[src/rtl/yuv_bram_pkg.sv]
// yuv_bram_pkg
// Shared definitions for the YUV line-buffer BRAM controller.
//   DEPTH_DEF  : default number of words per bank (one video line)
//   rd_state_t : read-side FSM state encoding
package yuv_bram_pkg;

  localparam int DEPTH_DEF = 96;

  typedef enum logic [1:0] {
    R_IDLE = 2'd0,
    R_READ = 2'd1,
    R_DONE = 2'd2
  } rd_state_t;

endpackage

[src/rtl/addr_wrap_cnt.sv]
// addr_wrap_cnt
// Address counter that advances on enable and wraps to zero after DEPTH-1.
// Ports:
//   clk   : clock, rising edge
//   rst_n : asynchronous active-low reset, clears the count
//   en    : advance the count this cycle
//   count : current address (AW bits)
//   wrap  : high in the cycle where an enabled advance wraps DEPTH-1 -> 0
module addr_wrap_cnt #(
  parameter int DEPTH = 96,
  parameter int AW    = 7
) (
  input  logic          clk,
  input  logic          rst_n,
  input  logic          en,
  output logic [AW-1:0] count,
  output logic          wrap
);

  // The wrap pulse is combinational so the owner can update flags/banks
  // on the same edge that returns the count to zero.
  assign wrap = en && (count == AW'(DEPTH - 1));

  always_ff @(posedge clk or negedge rst_n) begin
    if (!rst_n) begin
      count <= '0;
    end else if (en) begin
      if (wrap) begin
        count <= '0;
      end else begin
        count <= count + AW'(1);
      end
    end
  end

endmodule

[src/rtl/yuv_bram_ctrl.sv]
// yuv_bram_ctrl
// Ping-pong (two bank) BRAM controller for buffering YUV video lines.
// A producer fills one bank while a consumer reads out the other.
// Ports:
//   clk, rst_n         : clock (rising edge), async active-low reset
//   data_valid         : producer offers a word this cycle
//   w_ready            : current write bank is not full
//   wr_en/wr_bank/wr_addr : BRAM write port controls
//   rd_start           : consumer requests readout of the next full bank
//   rd_en/rd_bank/rd_addr : BRAM read port controls
//   rd_valid           : BRAM read data valid (rd_en delayed one cycle)
//   rd_done            : one-cycle pulse after the last read address
//   bank_full          : per-bank full flags
//   drop_cnt           : saturating count of words offered while not ready
module yuv_bram_ctrl
  import yuv_bram_pkg::*;
#(
  parameter int DEPTH = DEPTH_DEF,
  parameter int AW    = 7
) (
  input  logic          clk,
  input  logic          rst_n,
  input  logic          data_valid,
  output logic          w_ready,
  output logic          wr_en,
  output logic          wr_bank,
  output logic [AW-1:0] wr_addr,
  input  logic          rd_start,
  output logic          rd_en,
  output logic          rd_bank,
  output logic [AW-1:0] rd_addr,
  output logic          rd_valid,
  output logic          rd_done,
  output logic [1:0]    bank_full,
  output logic [7:0]    drop_cnt
);

  rd_state_t state, state_nxt;
  logic      wr_wrap;
  logic      rd_wrap;

  // Write side: ready depends only on registered flags, so no combinational
  // path exists from data_valid back to w_ready.
  assign w_ready = ~bank_full[wr_bank];
  assign wr_en   = data_valid & w_ready;

  addr_wrap_cnt #(.DEPTH(DEPTH), .AW(AW)) u_wr_cnt (
    .clk   (clk),
    .rst_n (rst_n),
    .en    (wr_en),
    .count (wr_addr),
    .wrap  (wr_wrap)
  );

  addr_wrap_cnt #(.DEPTH(DEPTH), .AW(AW)) u_rd_cnt (
    .clk   (clk),
    .rst_n (rst_n),
    .en    (rd_en),
    .count (rd_addr),
    .wrap  (rd_wrap)
  );

  // Write bank flips on the same edge the last word of a line is accepted.
  always_ff @(posedge clk or negedge rst_n) begin
    if (!rst_n) begin
      wr_bank <= 1'b0;
    end else if (wr_wrap) begin
      wr_bank <= ~wr_bank;
    end
  end

  // Set and clear always target different banks (the writer can only fill
  // a bank the reader is not draining), so both updates can apply together.
  always_ff @(posedge clk or negedge rst_n) begin
    if (!rst_n) begin
      bank_full <= 2'b00;
    end else begin
      if (wr_wrap) begin
        bank_full[wr_bank] <= 1'b1;
      end
      if (state == R_DONE) begin
        bank_full[rd_bank] <= 1'b0;
      end
    end
  end

  // Saturating drop counter for words offered while the write bank is full.
  always_ff @(posedge clk or negedge rst_n) begin
    if (!rst_n) begin
      drop_cnt <= 8'd0;
    end else if (data_valid && !w_ready && (drop_cnt != 8'hFF)) begin
      drop_cnt <= drop_cnt + 8'd1;
    end
  end

  // Read FSM state register, plus the read-bank toggle and read-data-valid
  // pipeline stage that follow it.
  always_ff @(posedge clk or negedge rst_n) begin
    if (!rst_n) begin
      state    <= R_IDLE;
      rd_bank  <= 1'b0;
      rd_valid <= 1'b0;
    end else begin
      state    <= state_nxt;
      rd_valid <= rd_en;
      if (state == R_DONE) begin
        rd_bank <= ~rd_bank;
      end
    end
  end

  // Read FSM next-state logic; a request for an empty bank is dropped.
  always_comb begin
    state_nxt = state;
    case (state)
      R_IDLE: if (rd_start && bank_full[rd_bank]) state_nxt = R_READ;
      R_READ: if (rd_wrap) state_nxt = R_DONE;
      R_DONE: state_nxt = R_IDLE;
      default: state_nxt = R_IDLE;
    endcase
  end

  // Read FSM outputs are decoded from state alone.
  always_comb begin
    rd_en   = 1'b0;
    rd_done = 1'b0;
    case (state)
      R_READ:  rd_en   = 1'b1;
      R_DONE:  rd_done = 1'b1;
      default: ;
    endcase
  end

endmodule

[config.mk]
export PLATFORM = sky130hd
export DESIGN_NAME = yuv_bram_ctrl
export DESIGN_NICKNAME = d
export VERILOG_FILES = /design/src/rtl/yuv_bram_pkg.sv /design/src/rtl/addr_wrap_cnt.sv /design/src/rtl/yuv_bram_ctrl.sv
export SDC_FILE = /design/constraint.sdc
export NUM_CORES = 1
export LEC_CHECK = 0
export BUFFER_PORTS_ARGS = -buffer_cell sky130_fd_sc_hd__buf_2
export CORE_MARGIN = 1.5
export CORE_UTILIZATION = 48
export DETAILED_ROUTE_END_ITERATION = 10
export PLACE_DENSITY = 0.73
export SETUP_SLACK_MARGIN = 0.4
export SKIP_CTS_REPAIR_TIMING = 1
export SLEW_MARGIN = 0
export SYNTH_ARGS = -nofsm -noshare
export SYNTH_HDL_FRONTEND = slang
export SYNTH_HIERARCHICAL = 1
export SYNTH_SLANG_ARGS = --single-unit
[constraint.sdc]
create_clock -name clk -period 2.4 [get_ports clk]
set_clock_uncertainty 0.1 [all_clocks]
set_input_delay 0 -clock clk [delete_from_list [all_inputs] [get_ports clk]]
set_output_delay 0 -clock clk [all_outputs]
set_load 0.02 [all_outputs]
# Yosys cells after proc, flatten, opt, wreduce, memory -nomap -nowiden
# Cells that the tools add are included.
[classes]
reduce_logical = 9
n_bitwise = 7
order_cmp = 4
eq_ne = 7
muxes = 17
addsub = 3
[op_table]
columns = ["op", "n"]
rows = [
  ["7-bit by 1-bit adder with 7-bit output, second input constant", 2],
  ["7-bit equality test, second input constant", 2],
  ["7-bit two-way mux", 2],
  ["8-bit by 1-bit adder with 8-bit output, second input constant", 1],
  ["1-bit two-way mux", 8],
  ["2-bit two-way mux", 4],
  ["8-bit inequality test, second input constant", 1],
  ["1-bit logical AND", 7],
  ["1-bit by 2-bit < comparator with 1-bit output, second input constant", 2],
  ["2-bit inequality test, second input constant", 2],
  ["2-bit case mux with 2 select lines", 1],
  ["1-bit NOT", 3],
  ["2-bit AND", 1],
  ["1-bit demux with 1-bit select", 2],
  ["2-bit by 1-bit equality test with 1-bit output, second input constant", 1],
  ["2-bit equality test, second input constant", 1],
  ["1-bit greater-or-equal comparator, second input constant", 2],
  ["2-bit logical NOT", 1],
  ["2-bit NOT", 1],
  ["2-bit bitwise OR", 1],
  ["2-bit AND reduction", 1],
  ["1-bit AND", 1],
]
[word_totals]
register_bits = 29

# Logic depth before layout (Yosys ltp)
# Gate-level depths: netlist of the first run.
[depth]
depth_word = 8
depth_mapped = 6
mapped_depth_nobuf = 6

# Cells and area by module
# The synthesis of the first run kept the hierarchy.
[modules_own_cells]
columns = ["module", "n_inst", "cells_per_inst", "area_per_inst_um2"]
rows = [
  ["yuv_bram_ctrl", 1, 58, 684.4],
  ["addr_wrap_cnt", 2, 29, 334.1],
]

# Worst setup path after synthesis of the first run
# OpenSTA, ideal clock, no wires.
[synth_path]
path_type = "reg-to-reg"
from = "register wr_bank"
to = "register bank_full[0]"
period_less_slack_ns = 2.548
stages_incl_launch_ff = 7
t_arrival_ns = 2.383
path_buffers = 0
setup_slack_ns = -0.148
setup_ns = 0.065
cell_sequence = "dfrtp_1 mux2i_1 and2_1 nand3_1 nor4_4 and2b_1 o22a_1"
[synth_via]
elab_chain_len = 8
elab_cells_between_ends = 14
classes_between = "order compare: 2; mux: 6; bitwise: 4; reduce/logical: 2"
[synth_rtl]
columns = ["element", "line", "text"]
rows = [
  ["from (decl)", "yuv_bram_ctrl.sv:26", "output logic wr_bank,"],
  ["from (signal assigned)", "yuv_bram_ctrl.sv:68", "wr_bank <= ~wr_bank;"],
  ["1-bit two-way mux (implied by the code) * (2 in a row)", "yuv_bram_ctrl.sv:44", "assign w_ready = ~bank_full[wr_bank];"],
  ["1-bit NOT *", "yuv_bram_ctrl.sv:44", ""],
  ["via w_ready", "yuv_bram_ctrl.sv:24", "output logic w_ready,"],
  ["1-bit AND *", "yuv_bram_ctrl.sv:45", "assign wr_en = data_valid & w_ready;"],
  ["via wr_en", "yuv_bram_ctrl.sv:25", "output logic wr_en,"],
  ["1-bit logical AND *", "addr_wrap_cnt.sv:22", "assign wrap = en && (count == AW'(DEPTH - 1));"],
  ["via wr_wrap", "yuv_bram_ctrl.sv:39", "logic wr_wrap;"],
  ["2-bit two-way mux *", "yuv_bram_ctrl.sv:78", "if (wr_wrap) begin"],
  ["2-bit AND (no line)", "--", ""],
  ["2-bit two-way mux *", "yuv_bram_ctrl.sv:81", "if (state == R_DONE) begin"],
  ["to (signal assigned)", "yuv_bram_ctrl.sv:76", "bank_full <= 2'b00;"],
  ["to (signal, indexed assignment)", "yuv_bram_ctrl.sv:79", "bank_full[wr_bank] <= 1'b1;"],
  ["to (signal, indexed assignment)", "yuv_bram_ctrl.sv:82", "bank_full[rd_bank] <= 1'b0;"],
  ["to (decl)", "yuv_bram_ctrl.sv:34", "output logic [1:0] bank_full,"],
]
# Mark *: on every way through the listed nets, which the timed path passes. The rest lies on a longest branch. The select of a mux whose other input is x is not followed.
# A chain may end at the register's enable or synchronous reset.

# Final worst setup path of the first run
[layout_path]
from = "register wr_bank"
to = "register bank_full[0]"
[layout_via]
elab_chain_len = 8
elab_cells_between_ends = 14
classes_between = "order compare: 2; mux: 6; bitwise: 4; reduce/logical: 2"
[layout_rtl]
columns = ["element", "line"]
rows = [
  ["1-bit two-way mux (implied by the code) * (2 in a row)", "yuv_bram_ctrl.sv:44"],
  ["1-bit NOT *", "yuv_bram_ctrl.sv:44"],
  ["1-bit AND *", "yuv_bram_ctrl.sv:45"],
  ["1-bit logical AND *", "addr_wrap_cnt.sv:22"],
  ["via wr_wrap", "yuv_bram_ctrl.sv:39"],
  ["2-bit two-way mux *", "yuv_bram_ctrl.sv:78"],
  ["2-bit AND (no line)", "--"],
  ["2-bit two-way mux *", "yuv_bram_ctrl.sv:81"],
]
# Marks and branches as above.

==> results.md, run 1 <==
* Core area at about 0.0027 mm²
* Pwr dens at 693.6 mW/mm²
* Crit. End Element: flip-flop
* GR met1 Demand/Resource at 0.2462
* Drt first pass iters at 4
* H-Tree Depth at 2
* Synth warnings at 6
* Endpoints failing hold at 0
* Fmax at between 500 and 600 MHz
* Critical Path End: bank_full[0]
* Initial DRC count at 33
* Max-cap viol count at 0
* NumNets Final at 167
* Critical path buffer and inverter count at 0
* DRT antenna net count at 0
* Critical Path Fanout Max at 8
* Routing usage on met2 at 0.2756
* Cell count of the worst reg-to-reg path at 6
* Syn_area_per_cell at 11.66 µm²
* Worst slew margin relative to its limit at 0.5689
* Number of global-route vias before repair at slightly below 1,000
* R2R Path End: bank_full[0]
* Cell area after synthesis at roughly 0.0014 mm²
* M3 GR Usage at 0.05349
* Clock Latency Late Sink at 330 ps
* VDD IR max at between 500 and 600 µV
* Slew @ Worst Pin at about 650 ps
* Syn Inst Count at ~120
* Initial antenna violation count at 0
* CP cell instances: mux2i_4, and2_4, nand3_1, nor4_4, and2b_1, o22a_1
* CTS tree: built
* Post-DP Area at 0.001585 mm²
* Num ports at 35
* Setup CP Type: reg2reg
* Layout cells sized above 1 at 0.3478
* R2R setup slack at 500 ps
* Die width at 56.09 µm
* FF+latch area at about 730 µm²
* Total Neg Setup Slack at 0 ps
* Hold Crit Class: in2reg
* Vias per Instance at approximately 5.4
* RSZ-0062 raised after global routing: no
* Post-route cell area at about 0.0017 mm²
* Routed length per placed instance at between 10 and 15 µm
* Starting Density at 0.4991
* Antenna Cells at 0
* Static leakage at between 0.8 and 0.9 nW
* Worst r2r src: wr_bank
* Routed vias at about 1,000
* Clock transition at the registers of the reported paths at around 100 ps
* Critical Path Stages at 6
* Num CTS Buffers at 5
* PortBufs at 34
* WP data required at between 2000 and 3000 ps
* Multi-input logic area at 623.1 µm²
* Seq/Total Area, Yosys at 0.5365
* Overflow after GRT at 0
* Clk root buf: clkbuf_4
* CP peak stage delay at 450 ps
* Slowest-stage cell, CP: dfrtp_2
* Largest net degree at the start of global routing at 30
* Register bit total from synthesis at 29
* Most Crowded Layer GR: met2
* Die Ht at between 50 and 60 µm
* Area delta synth->final at 22.76%
* Synth cell types at 29
* Top Family by Delay on Critical Path: simple AND/OR/NAND/NOR gates
* Period Utilization, post-route at 0.7931
* Startpoint types: flip-flop
* DRC errors left at 0
* Crit path from: wr_bank
* Outcome: finished clean
* Row Count at 19
* Minimum clock period at 1903 ps
* Final Max Tran Viols at 0
* Total GRT Usage at 0.1893
* First-pass GRT wire length at between 4 and 5 mm
* # setup viols final at 0
* CTS Buffer Depth at 2
* Routability-driven placement congestion ratio at between 0.8 and 0.9
* Fill count at 236
* Post-Synthesis Net Count at approximately 120
* Routed WL at ~2.7 mm
* DIE AREA at 0.003146 mm²
* Detailed placer's ending HPWL at 1.888 mm
* TritonCTS Sinks at 29
* CP Data Arrival Time at between 2000 and 2500 ps
[placed cells by master (no fill, tap or decap), types with 3 or more instances in the layout]
cell      synthesis  layout
nand2_1           8       8
o21ai_0           4       4
nand4_1           4       4
o21ai_1           4       4
xor2_1            7       7
ha_1              3       3
a21oi_1           3       3
nor2_1            7       7
buf_2             0      34
clkbuf_4          0       5
inv_1             5       5
xnor2_1           6       6
dfrtp_1          29      28
nand2b_1          4       4
mux2_2            6       6
nand3_1           5       5
[layer usage]
metal	vias up	wire length [µm]	part of all wire
met5	-	0	0
met3	5	142	0.053
met2	29	1274	0.48
met1	512	1218	0.45
met4	0	46	0.017
li1	497	-	-
[power by group]
group | internal [mW] | total, mW | switching (mW)
Combinational | 0.0954 | 0.254 | 0.159
Clock | 0.110 | 0.288 | 0.177
Sequential | 0.542 | 0.610 | 0.0678
[layout make-up]
cell class,instances,share of cell area
well taps,31,0.02336
inverters,5,0.01130
multi-input cells,82,0.3753
repair buffers,37,0.1191
clock inverters,3,0.01055
flip-flops and latches,29,0.4378
clock buffers,5,0.02261
[flip-flops by register name (all words and copies together), names as in the netlist]
register,flops
u_rd_cnt/count,7
state,2
rd_bank,1
wr_bank,1
u_wr_cnt/count,7
drop_cnt,8
rd_valid,1
bank_full,2
[worst min path at each step]
stage                                    to        from  slack [ps]  depth (start not counted)
after floorplan                bank_full[0]       rst_n        -400                          0
after global placement    u_wr_cnt/count[2]       rst_n         -40                          1
after detailed placement        drop_cnt[6]       rst_n         -30                          1
after CTS                       drop_cnt[5]       rst_n        -400                          1
after global routing      u_wr_cnt/count[1]  data_valid          40                          3
final                           drop_cnt[0]  data_valid          30                          4
[worst reg2reg max path: cells and delay by family, from the launching register on]
family           cells  cell delay [ps]
AND/OR/NAND/NOR      4              850
flip-flops           1              450
multiplexers         1              320
AO/OA/AOI/OAI        1              120
[kinds of logic after synthesis]
logic type,Yosys count,share of synthesized area
simple gates,42,0.1943
fa+ha+maj,3,0.02776
xor+xnor,13,0.08418
compound gates,17,0.08603
buf+inv,5,0.01388
mux,7,0.05735
flops,29,0.5365
[Yosys cell counts]
library cell,instances,area share
mux2_2,6,0.050
o21ai_0,4,0.015
and2_1,2,0.0092
a21oi_1,3,0.011
a211o_4,1,0.013
nor4b_1,1,0.0065
xnor2_1,6,0.039
nand3_1,5,0.018
nor2_1,7,0.019
ha_1,3,0.028
o22a_1,1,0.0065
nor3_1,1,0.0037
nand2_1,8,0.022
nand2b_1,4,0.018
a311o_1,2,0.015
mux2i_1,1,0.0074
o21ai_1,4,0.015
nand4_1,4,0.018
inv_1,5,0.014
and3_1,1,0.0046
and2b_1,1,0.0056
xor2_1,7,0.045
or2b_1,2,0.011
nor4_4,2,0.031
dfrtp_1,29,0.54
o31ai_1,2,0.011
nor2b_1,1,0.0046
and4_1,2,0.013
nor3_2,1,0.0074
[stage by stage]
step	power [mW]	utilization	hold slack, ps	setup slack (ps)	cells
finish	1.152	0.6127	28.96	496.7	192
detailed placement	0.8729	0.5849	-25.70	513.0	182
floorplan	0.7728	-	-395.6	437.5	116
global placement	0.8619	0.5849	-44.07	613.1	182
CTS	1.165	0.6053	-397.0	486.9	190
global route	1.215	0.6127	40.40	401.0	192
No activity file was read; power rests on OpenSTA's default activity.
==> run 2: changes to the inputs <==
--- a/config.mk
+++ b/config.mk
@@ -7,9 +7,9 @@
 export LEC_CHECK = 0
 export BUFFER_PORTS_ARGS = -buffer_cell sky130_fd_sc_hd__buf_2
 export CORE_MARGIN = 1.5
-export CORE_UTILIZATION = 48
+export CORE_UTILIZATION = 46
 export DETAILED_ROUTE_END_ITERATION = 10
-export PLACE_DENSITY = 0.73
+export PLACE_DENSITY = 0.74
 export SETUP_SLACK_MARGIN = 0.4
 export SKIP_CTS_REPAIR_TIMING = 1
 export SLEW_MARGIN = 0
==> constraint.sdc (replaced) <==
create_clock -name clk -period 1.7 [get_ports clk]
set_clock_uncertainty 0.1 [all_clocks]
set_input_delay 0 -clock clk [delete_from_list [all_inputs] [get_ports clk]]
set_output_delay 0 -clock clk [all_outputs]
set_load 0.02 [all_outputs]
==> results.md, run 2 (same netlist as run 1, synthesis figures left out) <==
* Outcome: finished clean
* Routed length per placed instance at between 15 and 20 µm
* CP cell instances: ha_4, and4_1, a211o_4, nor3_4, xor2_1
* Max-cap viol count at 0
* Slew @ Worst Pin at around 640 ps
* Static leakage at 0.9699 nW
* Starting Density at 0.4863
* Crit. End Element: flip-flop
* Reg with most FFs: drop_cnt
* Die Ht at roughly 57 µm
* R2R setup slack at roughly 17 ps
* Detailed placer's ending HPWL at between 1.5 and 2 mm
* PortBufs at 34
* Hold Path Sink: u_wr_cnt/count[6]
* Final Max Tran Viols at 0
* # setup viols final at 0
* Minimum clock period at 1683 ps
* DRT antenna net count at 0
* RSZ-0062 raised after global routing: yes
* Largest net degree at the start of global routing at 30
* Pre-CTS setup slack at around 44 ps
* Hold Crit Class: in2reg
* CTS tree: built
* Layout Cells excl Fill at 210
* DRC errors left at 0
* Total GRT Usage at 0.1786
* Worst r2r src: drop_cnt[1]
* Period Utilization, post-route at 0.9899
* Pwr dens at 857.6 mW/mm²
* Clock transition at the registers of the reported paths at 90 ps
* Initial antenna violation count at 0
* VDD IR max at 803.8 µV
* CTS Buffer Depth at 2
* Die width at around 57 µm
* Worst slew margin relative to its limit at 0.5718
* WP data required at 1870 ps
* Fill count at roughly 180
* Core area at ~0.0028 mm²
* Vias per Instance at approximately 5.5
* Cell count of the worst reg-to-reg path at 5
* Critical Path Fanout Max at 6
* Most common cell after layout, fill and taps aside: buf_2
* CP peak stage delay at about 450 ps
* Inst Count DP at 185
* Clock Latency Late Sink at roughly 330 ps
* Area delta synth->final at 51.62%
* Slowest-stage cell, CP: dfrtp_2
* Clk root buf: clkbuf_4
* R2R Path End: drop_cnt[5]
* Row Count at 19
* Routed vias at roughly 1,200
* Antenna Cells at 0
* Setup CP Type: reg2reg
* TritonCTS Sinks at 29
* Most frequent cells in the layout: 31 x buf_2, 20 x dfrtp_1, 15 x buf_4
* NumNets Final at ~190
* Drt first pass iters at 4
* Layout cells sized above 1 at 0.5754
* Top Registers: drop_cnt: 8 flops, u_rd_cnt/count: 7 flops, u_wr_cnt/count: 7 flops
* CP Data Arrival Time at between 1500 and 2000 ps
* Fmax at around 590 MHz
* Largest register FFs at 8
* HP Start: data_valid
* DIE AREA at around 0.0033 mm²
* Endpoints failing hold at 0
* Number of global-route vias before repair at 1,052
* WHS Path Cells at 4
* Routability-driven placement congestion ratio at roughly 0.87
* Setup slack after layout at 17.24 ps
* First-pass GRT wire length at around 4.5 mm
* Overflow after GRT at 0
* Initial DRC count at 26
* Startpoint types: flip-flop
* H-Tree Depth at 2
* Routed WL at 3.172 mm
* Num ports at 35
* Num CTS Buffers at 5
run 2: cell types whose count changed in the layout (fill, tap and decap cells not counted), sizes merged:
cell / change
buf: +18
clkbuf: +2
clkinv: -1
clkinvlp: -1
run 2: how the worst max path moves through the flow:
stage | cells past startpoint | slack, ps | to | start
final | 5 | 20 | drop_cnt[5] | drop_cnt[1]
after global routing | 6 | -60 | bank_full[0] | wr_bank
after CTS | 6 | 30 | bank_full[0] | wr_bank
after detailed placement | 5 | 40 | drop_cnt[5] | drop_cnt[0]
after global placement | 4 | 100 | drop_cnt[1] | drop_cnt[0]
after floorplan | 6 | -200 | bank_full[0] | wr_bank
run 2: where the power goes:
part / switching (mW) / internal, mW / leakage, nW
Clock: 0.244 / 0.239 / 0.0413
Combinational: 0.238 / 0.167 / 0.558
Sequential: 0.104 / 0.767 / 0.370
run 2: cell type report:
type                            count  area, µm²  area share
Multi-Input combinational cell     82      815.8      0.3978
Sequential cell                    29      737.0      0.3594
Timing Repair Buffer               55      370.4      0.1806
Clock buffer                        7      65.06     0.03173
Tap cell                           31      38.79     0.01891
Inverter                            5      18.77    0.009152
Clock inverter                      1      5.005    0.002441
run 2: critical path: cells and delay by family, from the launching register on:
kind / cells / cell delay (ps)
flip-flops: 1 / 450
XOR/XNOR: 1 / 150
AND/OR/NAND/NOR: 2 / 340
AO/OA/AOI/OAI: 1 / 400
adder cells (fa/ha/maj): 1 / 170
run 2: routing by layer:
layer / share of wire / GRT usage
met1: 0.43 / 0.2018
met2: 0.50 / 0.3087
met3: 0.051 / 0.06349
met4: 0.014 / 0.06977
met5: 0 / 0
run 2: metrics by stage:
step             util  TNS [ps]  area (µm²)  power [mW]  hold WS, ps
2_1_floorplan       -    -743.0        1421       1.109       -395.6
3_3_place_gp   0.5969         0        1660       1.235       -47.00
3_5_place_dp   0.5969         0        1660       1.246       -40.65
4_1_cts        0.6221         0        1730       1.727       -404.0
5_1_grt        0.7373    -141.3        2051       1.852        55.82
6_report       0.7373         0        2051       1.759        43.95
==> run 3: changes to the inputs <==
--- a/config.mk
+++ b/config.mk
@@ -9,7 +9,8 @@
 export CORE_MARGIN = 1.5
 export CORE_UTILIZATION = 46
 export DETAILED_ROUTE_END_ITERATION = 10
-export PLACE_DENSITY = 0.74
+export GPL_TIMING_DRIVEN = 0
+export PLACE_DENSITY = 0.81
 export SETUP_SLACK_MARGIN = 0.4
 export SKIP_CTS_REPAIR_TIMING = 1
 export SLEW_MARGIN = 0
==> results.md, run 3 (same netlist as run 1, synthesis figures left out) <==
* Max Used Layer: met4
* Hold Slack at 24.88 ps
* RSZ-0062 raised after global routing: yes
* DIE AREA at approximately 0.0033 mm²
* TritonCTS Sinks at 29
* Final core area utilization at 0.7445
* Multi-input logic area at slightly above 800 µm²
* Largest net degree at the start of global routing at 30
* Setup CP Type: reg2reg
* Routed length per placed instance at approximately 16 µm
* Period Utilization, post-route at 1.117
* Worst slew margin relative to its limit at 0.5810
* Die width at 57.23 µm
* Critical path buffer and inverter count at 1
* Slowest-stage cell, CP: dfrtp_2
* WP data required at roughly 1900 ps
* NumNets Final at about 190
* Die Ht at roughly 57 µm
* Endpoints failing hold at 0
* Routed WL at approximately 3.3 mm
* Number of global-route vias before repair at roughly 1,000
* Routed vias at ~1,100
* Startpoint types: flip-flop
* Fill count at 178
* CTS tree: built
* Area delta synth->final at 53.10%
* Metal1 wirelength at approximately 1.4 mm
* Row Count at 19
* Outcome: complete, but fails checks
* First-pass GRT wire length at between 4 and 5 mm
* Initial antenna violation count at 0
* Most frequent cells in the layout: 31 x buf_2, 22 x dfrtp_1, 14 x buf_4
* Pwr dens at 861.6 mW/mm²
* Max-cap viol count at 0
* WL met2 at approximately 1.6 mm
* Critical Path Fanout Max at 5
* Detailed placer's ending HPWL at slightly below 2 mm
* Largest register FFs at 8
* Final Max Tran Viols at 0
* Core area at 0.002781 mm²
* FF+latch area at 734.5 µm²
* DRC errors left at 0
* CP peak stage delay at roughly 440 ps
* Clock transition at the registers of the reported paths at roughly 100 ps
* # setup viols final at 6
* Overflow after GRT at 0
* Clk root buf: clkbuf_4
* Routability-driven placement congestion ratio at around 0.8
* DRT antenna net count at 0
* Antenna Cells at 0
* CP cell instances: mux2i_4, and2_4, nand3_4, nor4_4, buf_4, xor2_1
* Static leakage at about 1.0 nW
* CP Data Arrival Time at about 2100 ps
* Met3 wire length at about 150 µm
* PortBufs at 34
* Num CTS Buffers at 5
* Reg with most FFs: drop_cnt
* Inst Count DP at between 150 and 200
* Vias per Instance at 5.385
* H-Tree Depth at 2
* Clock Latency Late Sink at roughly 330 ps
* Total GRT Usage at 0.1893
* Starting Density at 0.4863
* Setup slack after layout at -199.6 ps
* Most common cell after layout, fill and taps aside: buf_2
* Initial DRC count at 42
* Layout Cells excl Fill at about 210
* Num ports at 35
* Crit. End Element: flip-flop
* Drt first pass iters at 4
* Hold Crit Class: in2reg
* Failing checks: setup timing
* Top Registers: drop_cnt: 8 flops, u_rd_cnt/count: 7 flops, u_wr_cnt/count: 7 flops
* Minimum clock period at ~1900 ps
* CTS Buffer Depth at 2
* Fmax at approximately 530 MHz
* VDD IR max at 776.7 µV
* Top Family by Delay on Critical Path: simple AND/OR/NAND/NOR gates
* Layout cells sized above 1 at 0.5604
* Slew @ Worst Pin at ~630 ps
-- run 3: cell types whose count changed in the layout (fill, tap and decap cells not counted), sizes merged --
cell  before  now
buf       53   56
-- run 3: through the flow --
stage | setup TNS [ps] | total power, mW | area (µm²) | setup WS (ps)
2_1_floorplan | -743.0 | 1.109 | 1421 | -198.0
3_3_place_gp | -159.1 | 1.226 | 1630 | -100.2
3_5_place_dp | -385.5 | 1.252 | 1630 | -141.6
4_1_cts | -548.0 | 1.738 | 1700 | -173.7
5_1_grt | -1213 | 1.877 | 2071 | -255.3
6_report | -750.8 | 1.784 | 2071 | -199.6
-- run 3: layout make-up --
| type | count | share of cell area |
|---|---|---|
| Clock buffer | 7 | 0.03142 |
| Clock inverter | 1 | 0.002417 |
| Inverter | 5 | 0.009063 |
| Multi-Input combinational cell | 82 | 0.3885 |
| Sequential cell | 29 | 0.3547 |
| Tap cell | 31 | 0.01873 |
| Timing Repair Buffer | 58 | 0.1952 |
-- run 3: path summary, 6_finish.rpt --
check                             from  slack [ps]                end  cells past startpoint
max                            wr_bank        -200            wr_bank                      6
min                         data_valid          20  u_wr_cnt/count[6]                      4
max reg2reg                    wr_bank        -200            wr_bank                      6
min reg2reg                drop_cnt[5]         380        drop_cnt[5]                      1
max in group asynchronous        rst_n         930        drop_cnt[1]                      2
min in group asynchronous        rst_n         120  u_wr_cnt/count[6]                      2
-- run 3: worst min-delay path: cells and delay by family --
| family | cells | cell delay [ps] |
|---|---|---|
| simple gates | 2 | 240 |
| compound gates | 1 | 70 |
| buf+inv | 1 | 110 |
-- run 3: where the power goes --
| part | leakage [nW] | total (mW) | internal (mW) | switching, mW |
|---|---|---|---|---|
| clock | 0.0413 | 0.492 | 0.239 | 0.253 |
| combinational | 0.590 | 0.418 | 0.170 | 0.249 |
| sequential | 0.373 | 0.873 | 0.767 | 0.107 |
| total | 1.00 | 1.78 | 1.18 | 0.608 |
-- run 3: routing by layer --
metal,vias to the layer above,global-route usage
li1,538,-
met5,-,0
met1,570,0.2333
met2,29,0.3005
met4,0,0.1130
met3,10,0.04762
